<file path="config.mk">
export PLATFORM = sky130hd
export DESIGN_NAME = hps_rst_seq_ctrl
export DESIGN_NICKNAME = d
export VERILOG_FILES = /design/src/rtl/hps_rst_seq_ctrl.sv
export SDC_FILE = /design/constraint.sdc
export NUM_CORES = 1
export LEC_CHECK = 0
export ABC_AREA = 1
export CAP_MARGIN = 20
export CORE_ASPECT_RATIO = 1.25
export CORE_MARGIN = 2
export CORE_UTILIZATION = 40
export CTS_CLUSTER_DIAMETER = 40
export DETAILED_ROUTE_END_ITERATION = 12
export HOLD_SLACK_MARGIN = 0.08
export PLACE_DENSITY = 0.57
export SLEW_MARGIN = 30
export SYNTH_ARGS = -nofsm -noshare
export SYNTH_HDL_FRONTEND = slang
export SYNTH_SLANG_ARGS = --single-unit
</file>
<file path="constraint.sdc">
create_clock -name clk -period 2 [get_ports clk]
set_input_delay 0.5 -clock clk [delete_from_list [all_inputs] [get_ports clk]]
set_output_delay 0.5 -clock clk [all_outputs]
set_load 0.005 [all_outputs]
</file>
<file path="src/rtl/hps_rst_seq_ctrl.sv">
// hps_rst_seq_ctrl
// Releases NUM_RST active-low domain resets one at a time, in ascending order.
// Each stage waits STAGE_DLY cycles before release, then waits for that
// domain's ack or a TIMEOUT. A software warm reset re-asserts every domain for
// HOLD_CYC cycles and restarts the sequence. In scan_mode the outputs follow
// ~rst directly, while the sequencer keeps running underneath.
module hps_rst_seq_ctrl #(
  parameter int NUM_RST   = 4,
  parameter int STAGE_DLY = 16,
  parameter int TIMEOUT   = 255,
  parameter int HOLD_CYC  = 8
) (
  input  logic               clk,
  input  logic               rst,
  input  logic               scan_mode,
  input  logic               sw_rst_req,
  input  logic [NUM_RST-1:0] rst_ack,
  output logic [NUM_RST-1:0] rst_out_n,
  output logic               busy,
  output logic               seq_done,
  output logic               seq_err
);

  localparam int IDX_W = (NUM_RST > 1) ? $clog2(NUM_RST) : 1;
  localparam logic [IDX_W-1:0] LAST_IDX  = IDX_W'(NUM_RST - 1);
  localparam logic [IDX_W-1:0] IDX_ONE   = IDX_W'(1);
  localparam logic [7:0]       STAGE_CNT = 8'(STAGE_DLY);
  localparam logic [7:0]       TMO_CNT   = 8'(TIMEOUT);
  localparam logic [7:0]       HOLD_CNT  = 8'(HOLD_CYC);

  typedef enum logic [2:0] {
    S_HOLD     = 3'd0,
    S_DLY      = 3'd1,
    S_WAIT_ACK = 3'd2,
    S_DONE     = 3'd3,
    S_ASSERT   = 3'd4
  } state_t;

  state_t             state_r, state_s;
  logic [7:0]         cnt_r, cnt_s, cnt_dec_s;
  logic [IDX_W-1:0]   idx_r, idx_s;
  logic [NUM_RST-1:0] rst_out_r, rst_out_s;
  logic               done_s, err_s;

  // Next-state and next-output logic; all registered values are decided here.
  always_comb begin
    state_s   = state_r;
    cnt_s     = cnt_r;
    idx_s     = idx_r;
    rst_out_s = rst_out_r;
    done_s    = seq_done;
    err_s     = seq_err;
    // Saturating decrement: cnt never wraps below zero.
    if (cnt_r != 8'd0) begin
      cnt_dec_s = cnt_r - 8'd1;
    end else begin
      cnt_dec_s = cnt_r;
    end

    if (sw_rst_req && (state_r != S_ASSERT)) begin
      // Warm reset wins over every state; ASSERT itself cannot be re-armed.
      state_s   = S_ASSERT;
      rst_out_s = '0;
      done_s    = 1'b0;
      err_s     = 1'b0;
      idx_s     = '0;
      cnt_s     = HOLD_CNT;
    end else begin
      case (state_r)
        S_HOLD: begin
          state_s = S_DLY;
          cnt_s   = STAGE_CNT;
        end
        S_DLY: begin
          if (cnt_r == 8'd1) begin
            rst_out_s[idx_r] = 1'b1;
            cnt_s            = TMO_CNT;
            state_s          = S_WAIT_ACK;
          end else begin
            cnt_s = cnt_dec_s;
          end
        end
        S_WAIT_ACK: begin
          // A timeout advances exactly like an ack, but leaves a sticky error.
          if (rst_ack[idx_r] || (cnt_r == 8'd1)) begin
            if (!rst_ack[idx_r]) begin
              err_s = 1'b1;
            end else begin
              err_s = seq_err;
            end
            if (idx_r == LAST_IDX) begin
              state_s = S_DONE;
              done_s  = 1'b1;
            end else begin
              idx_s   = idx_r + IDX_ONE;
              cnt_s   = STAGE_CNT;
              state_s = S_DLY;
            end
          end else begin
            cnt_s = cnt_dec_s;
          end
        end
        S_DONE: begin
          state_s = S_DONE;
        end
        S_ASSERT: begin
          if (cnt_r == 8'd1) begin
            state_s = S_DLY;
            cnt_s   = STAGE_CNT;
          end else begin
            cnt_s = cnt_dec_s;
          end
        end
        default: begin
          state_s   = S_HOLD;
          rst_out_s = '0;
          done_s    = 1'b0;
          idx_s     = '0;
          cnt_s     = 8'd0;
        end
      endcase
    end
  end

  // State and output registers, cleared asynchronously by rst.
  always_ff @(posedge clk or posedge rst) begin
    if (rst) begin
      state_r   <= S_HOLD;
      cnt_r     <= 8'd0;
      idx_r     <= '0;
      rst_out_r <= '0;
      seq_done  <= 1'b0;
      busy      <= 1'b1;
      seq_err   <= 1'b0;
    end else begin
      state_r   <= state_s;
      cnt_r     <= cnt_s;
      idx_r     <= idx_s;
      rst_out_r <= rst_out_s;
      seq_done  <= done_s;
      busy      <= ~done_s;
      seq_err   <= err_s;
    end
  end

  // Scan bypass overrides only the reset outputs, without a clock.
  assign rst_out_n = scan_mode ? {NUM_RST{~rst}} : rst_out_r;

endmodule

</file>
==> impl_results.html <==
<table>
<tr><th>Metric</th><th>Value</th></tr>
<tr><th colspan="2">Detailed routing</th></tr>
<tr><td>Routed len/inst</td><td>12.6 microns</td></tr>
<tr><td>Final WL</td><td>3.58 mm</td></tr>
<tr><td>Vias per cell</td><td>5.11</td></tr>
<tr><td>Drt first-iter violations</td><td>33</td></tr>
<tr><td>Vias</td><td>around 1,500</td></tr>
<tr><td>DRC violations left</td><td>0</td></tr>
<tr><td>Detailed-router iteration count before antenna repair</td><td>4</td></tr>
<tr><td>Count of nets left with antenna violations after detail routing</td><td>0</td></tr>
<tr><th colspan="2">Floorplan</th></tr>
<tr><td>Initial Util</td><td>41.3%</td></tr>
<tr><td>Floorplan die width</td><td>59.7 microns</td></tr>
<tr><td>Placeable core region</td><td>around 3800 sq um</td></tr>
<tr><td>Number of standard-cell rows in the floorplan</td><td>25</td></tr>
<tr><td># IOs</td><td>15</td></tr>
<tr><td>Die footprint</td><td>roughly 4400 sq um</td></tr>
<tr><td>Die Span Y</td><td>roughly 74 microns</td></tr>
<tr><th colspan="2">Pwr</th></tr>
<tr><td>Clk network pwr share</td><td>approximately 17%</td></tr>
<tr><td>Seq pwr share</td><td>25.7%</td></tr>
<tr><td>Share of total power consumed by net switching</td><td>about half</td></tr>
<tr><td>Switching power</td><td>between 1 and 1.5 mW</td></tr>
<tr><td>Total power of the final layout</td><td>2.52 mW</td></tr>
<tr><td>Peak supply drop</td><td>between 400 and 500 uV</td></tr>
<tr><td>Internal power</td><td>1.30 mW</td></tr>
<tr><td>Areal power density over the cells</td><td>1360 nW/um^2</td></tr>
<tr><td>Leakage dissipation</td><td>0.950 nW</td></tr>
<tr><td>Gate power share</td><td>between 50 and 60%</td></tr>
<tr><th colspan="2">Place</th></tr>
<tr><td>DP HPWL</td><td>2.91 mm</td></tr>
<tr><td>Routability-driven placement congestion ratio</td><td>~0.85</td></tr>
<tr><td>Number of instances in the placed design</td><td>281</td></tr>
<tr><td>Area post-placement</td><td>1780 sq um</td></tr>
<tr><td>Number of buffers added on ports</td><td>14</td></tr>
<tr><th colspan="2">Worst setup path</th></tr>
<tr><td>Startpoint of the lowest-slack register-to-register path</td><td>cnt_r[0]</td></tr>
<tr><td>Type of origin of the critical path</td><td>input port</td></tr>
<tr><td>Nature of the critical path endpoint</td><td>primary output</td></tr>
<tr><td>Reg2reg end</td><td>cnt_r[4]</td></tr>
<tr><td>Critical Path Fanout Max</td><td>4</td></tr>
<tr><td>WP data required</td><td>1.50 ns</td></tr>
<tr><td>Reg2reg setup slack</td><td>0.22 ns</td></tr>
<tr><td>R2R cell count</td><td>11</td></tr>
<tr><td>WS Path Type</td><td>in2out</td></tr>
<tr><td>Worst endpoint data arrival time</td><td>approximately 1.4 ns</td></tr>
<tr><th colspan="2">Clock network</th></tr>
<tr><td>Clock sinks</td><td>20</td></tr>
<tr><td>Buffer levels on the longest clock path</td><td>2</td></tr>
<tr><td>Clock-pin slew of the registers on the worst-case setup and hold paths</td><td>0.08 ns</td></tr>
<tr><td>CTS root buffer</td><td>clkbuf_8</td></tr>
<tr><td>Insertion delay of the later-clocked pin in the worst-skew pair</td><td>0.27 ns</td></tr>
<tr><td>Count of H-tree levels built during CTS</td><td>1</td></tr>
<tr><td># hold bufs at CTS</td><td>0</td></tr>
<tr><td>Clock tree from TritonCTS</td><td>yes</td></tr>
<tr><td>TritonCTS Buffers</td><td>3</td></tr>
<tr><th colspan="2">Logic synthesis</th></tr>
<tr><td>EDFF count, synth</td><td>0</td></tr>
<tr><td>Ranking of synthesized cells by area</td><td>dfrtp_1 (31%), nand2_1 (16%), nand3_1 (8.4%)</td></tr>
<tr><td>Yosys synthesis warning count</td><td>0</td></tr>
<tr><td>Area share of the leading cell type in the synthesized netlist</td><td>a little under a third</td></tr>
<tr><td>Most used standard cell by instance count after synthesis</td><td>nand2_1</td></tr>
<tr><td>Mean post-synth cell area</td><td>~7 sq um</td></tr>
<tr><td>Cell variety after synth</td><td>27</td></tr>
<tr><td>Post-Syn Area</td><td>1550 sq um</td></tr>
<tr><td>Most instantiated cells after synthesis</td><td>nand2_1 (68), nand3_1 (26), dfrtp_1 (19), inv_1 (19), nor2_1 (14)</td></tr>
<tr><td>Post-synthesis sequential area ratio</td><td>about a third</td></tr>
<tr><td>Register bit total from synthesis</td><td>20</td></tr>
<tr><td>Number of instances in the synthesized netlist</td><td>between 200 and 250</td></tr>
<tr><td>Library cell occupying the most area in the post-synthesis netlist</td><td>dfrtp_1</td></tr>
<tr><td>Main synth FF type</td><td>dfrtp_1</td></tr>
<tr><td>Syn_nets</td><td>236</td></tr>
<tr><td>FFs w/ async S/R, synth</td><td>100%</td></tr>
<tr><th colspan="2">Layout</th></tr>
<tr><td>Post-route non-filler standard cell count</td><td>285</td></tr>
<tr><td>Post-layout net count</td><td>261</td></tr>
<tr><td>Non-Filler Cell Area, Final</td><td>approximately 1900 sq um</td></tr>
<tr><td>Layout cells sized above 1</td><td>between 20% and 30%</td></tr>
<tr><td>Area delta synth-&gt;final</td><td>19.5%</td></tr>
<tr><td># diodes</td><td>0</td></tr>
<tr><td>Final core utilization</td><td>49.3%</td></tr>
<tr><th colspan="2">Worst hold path</th></tr>
<tr><td>Worst-case hold path end point</td><td>seq_err</td></tr>
<tr><td>Hold wc startpoint</td><td>seq_err</td></tr>
<tr><td>Hold Path Stages</td><td>2</td></tr>
<tr><td>Tightest Hold Check Type</td><td>reg2reg</td></tr>
<tr><th colspan="2">Timing</th></tr>
<tr><td>Max frequency</td><td>516 MHz</td></tr>
<tr><td>RSZ-0062 raised after global routing</td><td>false</td></tr>
<tr><td>Final Hold Fails</td><td>0</td></tr>
<tr><td>Setup violations, final</td><td>0</td></tr>
<tr><td>Period utilization</td><td>~97%</td></tr>
<tr><td>Final Skew</td><td>0.00301 ns</td></tr>
<tr><td>Worst max-slew margin expressed relative to the limit</td><td>70.3%</td></tr>
<tr><td>Final number of max-transition violations</td><td>0</td></tr>
<tr><td>Worst Tran Pin Value</td><td>approximately 0.44 ns</td></tr>
<tr><td>Time the final worst path needs with I/O delays and setup</td><td>1.94 ns</td></tr>
<tr><th colspan="2">GRT</th></tr>
<tr><td>Number of antenna violations at the first check in global routing</td><td>0</td></tr>
<tr><td>Overall fraction of global-route tracks in use</td><td>a little under a fifth</td></tr>
<tr><td>Number of global-route vias before repair</td><td>1,442</td></tr>
<tr><td>Remaining global-route overflow</td><td>0</td></tr>
<tr><td>Global-route wire length before repair</td><td>6.38 mm</td></tr>
<tr><td>Largest net degree at the start of global routing</td><td>21</td></tr>
<tr><th colspan="2">Run status</th></tr>
<tr><td>Outcome</td><td>completed</td></tr>
<tr><th colspan="2">Job</th></tr>
<tr><td>Maxcap violations</td><td>0</td></tr>
</table>
-- worst max path at each step --
stage                          from           end  slack [ns]  depth (start not counted)
final                           rst  rst_out_n[1]        0.06                          5
after detailed placement  scan_mode  rst_out_n[0]       -0.24                          4
after floorplan                 rst  rst_out_n[0]        0.27                          3
after CTS                       rst  rst_out_n[0]        0.02                          5
after global routing            rst  rst_out_n[1]       0.006                          5
after global placement    scan_mode  rst_out_n[1]       -0.22                          4
-- state kept, by name, indices dropped and copies added, names as in the netlist --
| name | flops |
|---|---|
| busy | 1 |
| cnt_r | 8 |
| idx_r | 2 |
| rst_out_r | 4 |
| seq_done | 1 |
| seq_err | 1 |
| state_r | 3 |
-- per-layer routing --
metal / vias up / global-route usage, % / routed length [microns] / part of all wire, %
met5: - / 0 / 0 / 0
met4: 0 / 7.65 / 72 / 2.0
met3: 7 / 2.11 / 57 / 1.6
met2: 14 / 34.2 / 1940 / 54
met1: 681 / 22.5 / 1510 / 42
li1: 755 / - / - / -
-- final cells by class --
type | count | area [sq um]
fillers | 405 | 1900
flip-flops and latches | 20 | 502
inverters | 32 | 125
multi-input cells | 167 | 906
clock buffers | 3 | 41.3
well taps | 40 | 50.0
repair buffers | 22 | 198
clock inverters | 1 | 30.0
-- worst max-delay path, stage by stage --
cell and delay [ns]:
clkdlybuf4s50_1 0.48, inv_2 0.05, nand2_2 0.07, o21ai_0 0.08
dlygate4sd2_1 0.26
-- metrics by stage --
stage / TNS [ns] / setup slack [ns] / hold WS, ns
floorplan: 0 / 0.272 / 0.471
global placement: -0.869 / -0.220 / 0.504
detailed placement: -0.946 / -0.242 / 0.500
CTS: 0 / 0.0191 / 0.518
global route: 0 / 0.00631 / 0.546
finish: 0 / 0.0627 / 0.506
-- power groups by stage --
| stage | Sequential, mW | Combinational (mW) | Clock [mW] |
|---|---|---|---|
| 3_5_place_dp | 0.656 | 1.47 | 0 |
| 5_1_grt | 0.662 | 1.69 | 0.441 |
| 3_3_place_gp | 0.655 | 1.47 | 0 |
| 6_report | 0.649 | 1.45 | 0.419 |
| 2_1_floorplan | 0.620 | 1.18 | 0 |
| 4_1_cts | 0.648 | 1.47 | 0.427 |
-- timing repair --
item / 4_1_cts / 5_1_grt
buffers inserted: 0 / 0
gates resized for setup: 5 / 5
pin swaps: 0 / 0
setup endpoints to repair: 4 / 4
hold endpoints to repair: 0 / 0
-- cell usage in the layout, fill, tap and decap left out, drive strengths merged --
cell type | netlist | final
dlygate4sd2 | 0 | 2
nor3 | 4 | 4
nand4 | 6 | 6
inv | 30 | 30
dfstp | 1 | 1
ha | 7 | 7
a21oi | 8 | 8
clkinv | 2 | 2
clkdlybuf4s50 | 0 | 9
o21ai | 14 | 14
o31ai | 1 | 1
nand3 | 26 | 26
clkbuf | 0 | 3
nand2 | 77 | 77
nor2 | 23 | 23
buf | 2 | 8
bufinv | 0 | 1
dfrtp | 19 | 19
clkdlybuf4s15 | 0 | 3
a31oi | 1 | 1
-- cells by family (layout without fill, tap and decap cells) --
logic type	count (synthesis)	in the layout	synth area share, %
simple gates	136	136	43.9
buf+inv	34	58	9.29
compound gates	24	24	8.72
flops	20	20	32.4
fa+ha+maj	7	7	5.65
(Power assumes the default switching activity.)
